`src/rtl/usb_ep_buf_rd_stream.sv`:
```
// Endpoint buffer reader: issues byte reads and streams the data out with valid/ready, last and done.
// Optional USB_EP_BUF_RD_CRC_EN appends the inverted CRC16 (LSB-first, poly 0x8005) as two trailing bytes.
module usb_ep_buf_rd_stream #(
   parameter int unsigned AWIDTH = 11,
   parameter int unsigned LWIDTH = 11
) (
   input  logic              clk,
   input  logic              rst_n,
   input  logic [AWIDTH-1:0] cmd_addr,
   input  logic [LWIDTH-1:0] cmd_len,
   input  logic              cmd_valid,
   output logic              cmd_ready,
   input  logic              abort,
   output logic [AWIDTH-1:0] buf_rd_addr_0,
   output logic              buf_rd_en_0,
   input  logic [7:0]        buf_rd_data_1,
   output logic [7:0]        out_data,
   output logic              out_last,
   output logic              out_valid,
   input  logic              out_ready,
   output logic              done,
   output logic              busy
);

   typedef enum logic [1:0] {S_IDLE = 2'd0, S_RUN = 2'd1, S_FIN = 2'd2} state_t;

   state_t            state_q;
   logic [AWIDTH-1:0] addr_q;
   logic [LWIDTH-1:0] fetch_rem_q;
   logic [LWIDTH-1:0] out_rem_q;
   logic              infl_q;
   logic [7:0]        fifo_q [2];
   logic              wr_ptr_q;
   logic              rd_ptr_q;
   logic [1:0]        cnt_q;

   logic              run;
   logic              fifo_ne;
   logic              pay_valid;
   logic              pay_pop;
   logic              fifo_pop;
   logic              push;
   logic [7:0]        pay_data;
   logic [1:0]        occ;

`ifdef USB_EP_BUF_RD_CRC_EN
   logic [15:0]       crc_q;
   logic              crc_sel_q;

   function automatic logic [15:0] crc16_upd(input logic [15:0] c, input logic [7:0] d);
      logic [15:0] r;
      r = c;
      for (int unsigned i = 0; i < 8; i++) begin
         r = (r[0] ^ d[i]) ? ((r >> 1) ^ 16'hA001) : (r >> 1);
      end
      return r;
   endfunction
`endif

   // The head is the FIFO when it holds data, else the read result landing this cycle (bypass).
   always_comb begin
      run       = (state_q == S_RUN);
      fifo_ne   = (cnt_q != 2'd0);
      pay_valid = run && (fifo_ne || infl_q);
      pay_data  = fifo_ne ? fifo_q[rd_ptr_q] : (infl_q ? buf_rd_data_1 : 8'h00);
      out_valid = pay_valid;
      out_data  = pay_data;
      out_last  = pay_valid && (out_rem_q == LWIDTH'(1));
`ifdef USB_EP_BUF_RD_CRC_EN
      out_last  = 1'b0;
      if (run && (out_rem_q == '0)) begin
         out_valid = 1'b1;
         out_data  = crc_sel_q ? ~crc_q[15:8] : ~crc_q[7:0];
         out_last  = crc_sel_q;
      end
`endif
      pay_pop       = pay_valid && out_ready;
      fifo_pop      = pay_pop && fifo_ne;
      push          = infl_q && !(pay_pop && !fifo_ne);
      occ           = cnt_q + {1'b0, infl_q} - {1'b0, pay_pop};
      buf_rd_en_0   = run && !abort && (fetch_rem_q != '0) && (occ < 2'd2);
      buf_rd_addr_0 = addr_q;
      cmd_ready     = (state_q == S_IDLE);
      busy          = (state_q != S_IDLE);
      done          = (state_q == S_FIN);
   end

   always_ff @(posedge clk or negedge rst_n) begin
      if (!rst_n) begin
         state_q     <= S_IDLE;
         addr_q      <= '0;
         fetch_rem_q <= '0;
         out_rem_q   <= '0;
         infl_q      <= 1'b0;
         fifo_q[0]   <= '0;
         fifo_q[1]   <= '0;
         wr_ptr_q    <= 1'b0;
         rd_ptr_q    <= 1'b0;
         cnt_q       <= '0;
`ifdef USB_EP_BUF_RD_CRC_EN
         crc_q       <= 16'hFFFF;
         crc_sel_q   <= 1'b0;
`endif
      end else begin
         infl_q <= buf_rd_en_0;
         case (state_q)
            S_IDLE: begin
               if (cmd_valid) begin
                  addr_q      <= cmd_addr;
                  fetch_rem_q <= cmd_len;
                  out_rem_q   <= cmd_len;
`ifdef USB_EP_BUF_RD_CRC_EN
                  crc_q       <= 16'hFFFF;
                  crc_sel_q   <= 1'b0;
                  state_q     <= S_RUN;
`else
                  state_q     <= (cmd_len == '0) ? S_FIN : S_RUN;
`endif
               end
            end
            S_RUN: begin
               if (abort) begin
                  state_q  <= S_IDLE;
                  cnt_q    <= '0;
                  wr_ptr_q <= 1'b0;
                  rd_ptr_q <= 1'b0;
`ifdef USB_EP_BUF_RD_CRC_EN
                  crc_q    <= 16'hFFFF;
                  crc_sel_q <= 1'b0;
`endif
               end else begin
                  if (buf_rd_en_0) begin
                     addr_q      <= addr_q + AWIDTH'(1);
                     fetch_rem_q <= fetch_rem_q - LWIDTH'(1);
                  end
                  if (push) begin
                     fifo_q[wr_ptr_q] <= buf_rd_data_1;
                     wr_ptr_q         <= !wr_ptr_q;
                  end
                  if (fifo_pop) rd_ptr_q <= !rd_ptr_q;
                  cnt_q <= cnt_q + {1'b0, push} - {1'b0, fifo_pop};
                  if (pay_pop) out_rem_q <= out_rem_q - LWIDTH'(1);
`ifdef USB_EP_BUF_RD_CRC_EN
                  if (pay_pop) crc_q <= crc16_upd(crc_q, pay_data);
                  if (out_valid && out_ready && !pay_valid) crc_sel_q <= 1'b1;
`endif
                  if (out_valid && out_ready && out_last) state_q <= S_FIN;
               end
            end
            default: begin
               state_q  <= S_IDLE;
               cnt_q    <= '0;
               wr_ptr_q <= 1'b0;
               rd_ptr_q <= 1'b0;
            end
         endcase
      end
   end

endmodule

```
`config.mk`:
```
export PLATFORM = sky130hd
export DESIGN_NAME = usb_ep_buf_rd_stream
export DESIGN_NICKNAME = d
export VERILOG_FILES = /design/src/rtl/usb_ep_buf_rd_stream.sv
export SDC_FILE = /design/constraint.sdc
export NUM_CORES = 1
export LEC_CHECK = 0
export CELL_PAD_IN_SITES_DETAIL_PLACEMENT = 1
export CELL_PAD_IN_SITES_GLOBAL_PLACEMENT = 1
export CORE_MARGIN = 4
export CORE_UTILIZATION = 40
export CTS_CLUSTER_DIAMETER = 30
export DETAILED_ROUTE_END_ITERATION = 10
export PLACE_DENSITY = 0.8
export SKIP_CTS_REPAIR_TIMING = 1
export SYNTH_ARGS = -nofsm -noshare
export SYNTH_HDL_FRONTEND = slang
export SYNTH_SLANG_ARGS = --single-unit
```
`constraint.sdc`:
```
create_clock -name clk -period 5.9 [get_ports clk]
set_clock_uncertainty 0.15 [all_clocks]
set_input_delay 0.885 -clock clk [delete_from_list [all_inputs] [get_ports clk]]
set_output_delay 0.885 -clock clk [all_outputs]
set_load 0.01 [all_outputs]
```
==> run_results.csv <==
group,metric,value,unit
synth,synth.top_cells.by_area,"dfrtp_1 41%, mux2_2 5.3%, nor2_1 5.0%",
clocking,root_buffer,"clkbuf_8",
synth,syn_inst,360,
route,final_antenna_net_count,0,
worst_setup_path,crit_arrival,2900,ps
timing,rsz0062_at_grt,"no",
clocking,numCtsBuffers,5,
pwr,vdd_drop_max,172,uV
timing,setup_ws,1960,ps
clocking,cts_sinks,56,
worst_setup_path,max_stage_delay,570,ps
route,vias_per_cell,5.84,
global_route,grt_pass1_wl,15.7,mm
timing,tns,0,ps
route,wirelength,9.44,mm
worst_setup_path,cp_slowest_cell,"clkdlybuf4s50_1",
floorplanning,die_width,99.9,um
route,avgRoutedWirePerCell,18.4,um
cells_and_area,diodes,0,
worst_setup_path,required,4870,ps
synth,synth_async_sr_flop_share,1.00,
clocking,clk_latency,320,ps
placed_design,pre_cts_ws,1980,ps
status,status,"complete, no violations",
cells_and_area,fillerInstances,963,
route,wl_met2,4.70,mm
cells_and_area,final_util,0.498,
timing,fmaxAchievable,0.254,GHz
cells_and_area,area_growth,21.2,%
pwr,internal_power,0.954,mW
timing,holdWs,367,ps
synth,synth_nets,402,
worst_setup_path,crit_family,"buffers and inverters",
floorplanning,ios,60,
floorplanning,initial_core_util,0.411,
timing,tightest_slew,799,ps
synth,synthesis.area,0.00338,mm2
cells_and_area,layout_common_cells,"58 x clkdlybuf4s50_1, 56 x dfrtp_1, 45 x nor2_1, 25 x o21ai_0, 24 x a21oi_1",
timing,period_minus_slack,3940,ps
route,wl_met1,4.32,mm
run,drv_cap,0,
synth,synth_edf_count,0,
placed_design,gp_congestion,0.818,
pwr,power_frac_seq,0.440,
pwr,power.share.clock,0.137,
synth,yosysUniqueCellTypes,61,
floorplanning,die_y,99.9,um
clocking,cts_buffer_depth,2,
route,post-route-drc-count,0,
min_path,hp-class,"flop to flop",
route,routed.top_layer,"met4",
synth,yosys_most_used_dff,"dfrtp_1",
route,drt_iter0_drc,103,
worst_setup_path,crit_fanout,19,
worst_setup_path,start_kind,"input pin",
worst_setup_path,cp-end-kind,"output pin",
global_route,grt_antenna_before_repair,0,
clocking,path_clk_slew,110,ps
global_route,grtUsageTotal,0.194,
worst_setup_path,cpMostUsedCell,"clkdlybuf4s50_1",
synth,synth-seq-cells,56,
pwr,p_sw,0.679,mW
synth,ys_warn_count,0,
global_route,grt_pass1_vias,3126,
synth,yosysTopAreaCell,"dfrtp_1",
route,dr_wl_met3,357,um
timing,setup_viol,0,
synth,ys_seq_area_frac,0.415,
placed_design,dp_hpwl,6.84,mm
floorplanning,core,0.00822,mm2
synth,syn_area_per_cell,9.39,um2
worst_setup_path,crit_type,"input pin to output pin",
timing,max_slew_margin,0.466,
floorplanning,rows,33,
worst_setup_path,cp_cell_sequence,"clkdlybuf4s50_1 -> nand3b_1 -> mux2i_2 -> o211ai_2 -> inv_4 -> clkdlybuf4s50_1",
global_route,grt.overflow.total,0,
global_route,grt_max_degree,57,
pwr,power_leakage,1.61,nW
timing,period_share,0.667,
cells_and_area,final_layout_size_suffix_gt1_frac,0.115,
floorplanning,die_area,0.00998,mm2
timing,drv_slew,0,
route,vias,3000,
pwr,power_frac_comb,0.422,
timing,hold_violations,0,
synth,synth_top_area_share,0.415,
pwr,sw_frac_of_total,0.416,
placed_design,port_buffers,59,
route,firstDrtPassIters,4,
clocking,cts_max_level,2,
worst_setup_path,crit_buf_inv,3,
pwr,power_density,399,mW/mm2
cells_and_area,final_common_cell,"clkdlybuf4s50_1",
cells_and_area,nNetsFinal,450,
clocking,cts_tree,"built",
-- kinds of logic after synthesis --
| group | count (synthesis) | synth area share |
|---|---|---|
| DFF | 56 | 0.415 |
| buffers and inverters | 32 | 0.0474 |
| xor gates and xnor gates | 2 | 0.00518 |
| adders and majority gates | 7 | 0.0259 |
| and+or+nand+nor | 131 | 0.201 |
| muxes | 27 | 0.0870 |
| AOI/OAI and AO/OA | 105 | 0.218 |
-- state kept, by name, indices dropped and copies added (netlist names) --
name,count
fifo_q,16
buf_rd_addr_0,11
fetch_rem_q,11
out_rem_q,11
cnt_q,2
state_q,2
infl_q,1
rd_ptr_q,1
wr_ptr_q,1
-- cell type report --
type	instances	area, um2	share of cell area
inverters	11	43.8	0.0107
repair buffers	62	608	0.148
clock inverters	3	23.8	0.00581
flip-flops and latches	56	1400	0.342
clock buffers	5	68.8	0.0168
multi-input cells	272	1820	0.444
well taps	105	131	0.0321
-- power groups by stage --
stage / clock (mW) / combinational, mW / sequential (mW)
2_1_floorplan: 0 / 0.470 / 0.661
3_3_place_gp: 0 / 0.671 / 0.710
3_5_place_dp: 0 / 0.699 / 0.725
4_1_cts: 0.231 / 0.701 / 0.717
5_1_grt: 0.247 / 0.774 / 0.746
6_report: 0.224 / 0.690 / 0.719
-- synth_stat cells (all sizes together) (7+ instances only) --
cell type / instances
dfrtp: 56
nor2: 48
o21ai: 25
a21oi: 24
nand2: 19
nand3: 19
mux2: 16
nor3: 15
buf: 13
inv: 11
mux2i: 11
o22a: 10
clkbuf: 8
ha: 7
-- worst reg2reg max path, delay by kind of cell, from the launching register on --
kind,cells,cell delay (ps)
adder cells (fa/ha/maj),2,420
AO/OA/AOI/OAI,2,410
buffers and inverters,1,50
multiplexers,1,200
flip-flops,1,510
XOR/XNOR,1,180
AND/OR/NAND/NOR,4,900
-- worst paths after layout --
path                            from             end  slack [ps]  cells after the start
hold / removal             fifo_q[0]       fifo_q[0]         370                      1
setup reg to reg            cnt_q[1]        cnt_q[1]        2960                     11
setup / recovery           out_ready     buf_rd_en_0        1960                      6
max in group asynchronous      rst_n  fetch_rem_q[7]        4550                      2
hold reg to reg            fifo_q[0]       fifo_q[0]         370                      1
min in group asynchronous      rst_n        rd_ptr_q         560                      2
-- metal layers --
layer | GRT usage | vias to the layer above
li1 | - | 1437
met1 | 0.260 | 1506
met2 | 0.340 | 50
met3 | 0.0285 | 7
met4 | 0.0305 | 0
met5 | 0 | -
-- metrics by stage --
step           instance area (um2)  power (mW)  cells
3_5_place_dp                  4000        1.42    506
5_1_grt                       4100        1.77    514
6_report                      4100        1.63    514
2_1_floorplan                 3380        1.13    360
4_1_cts                       4100        1.65    514
3_3_place_gp                  4000        1.38    506
Note: power is estimated with default switching activity, not from simulation.
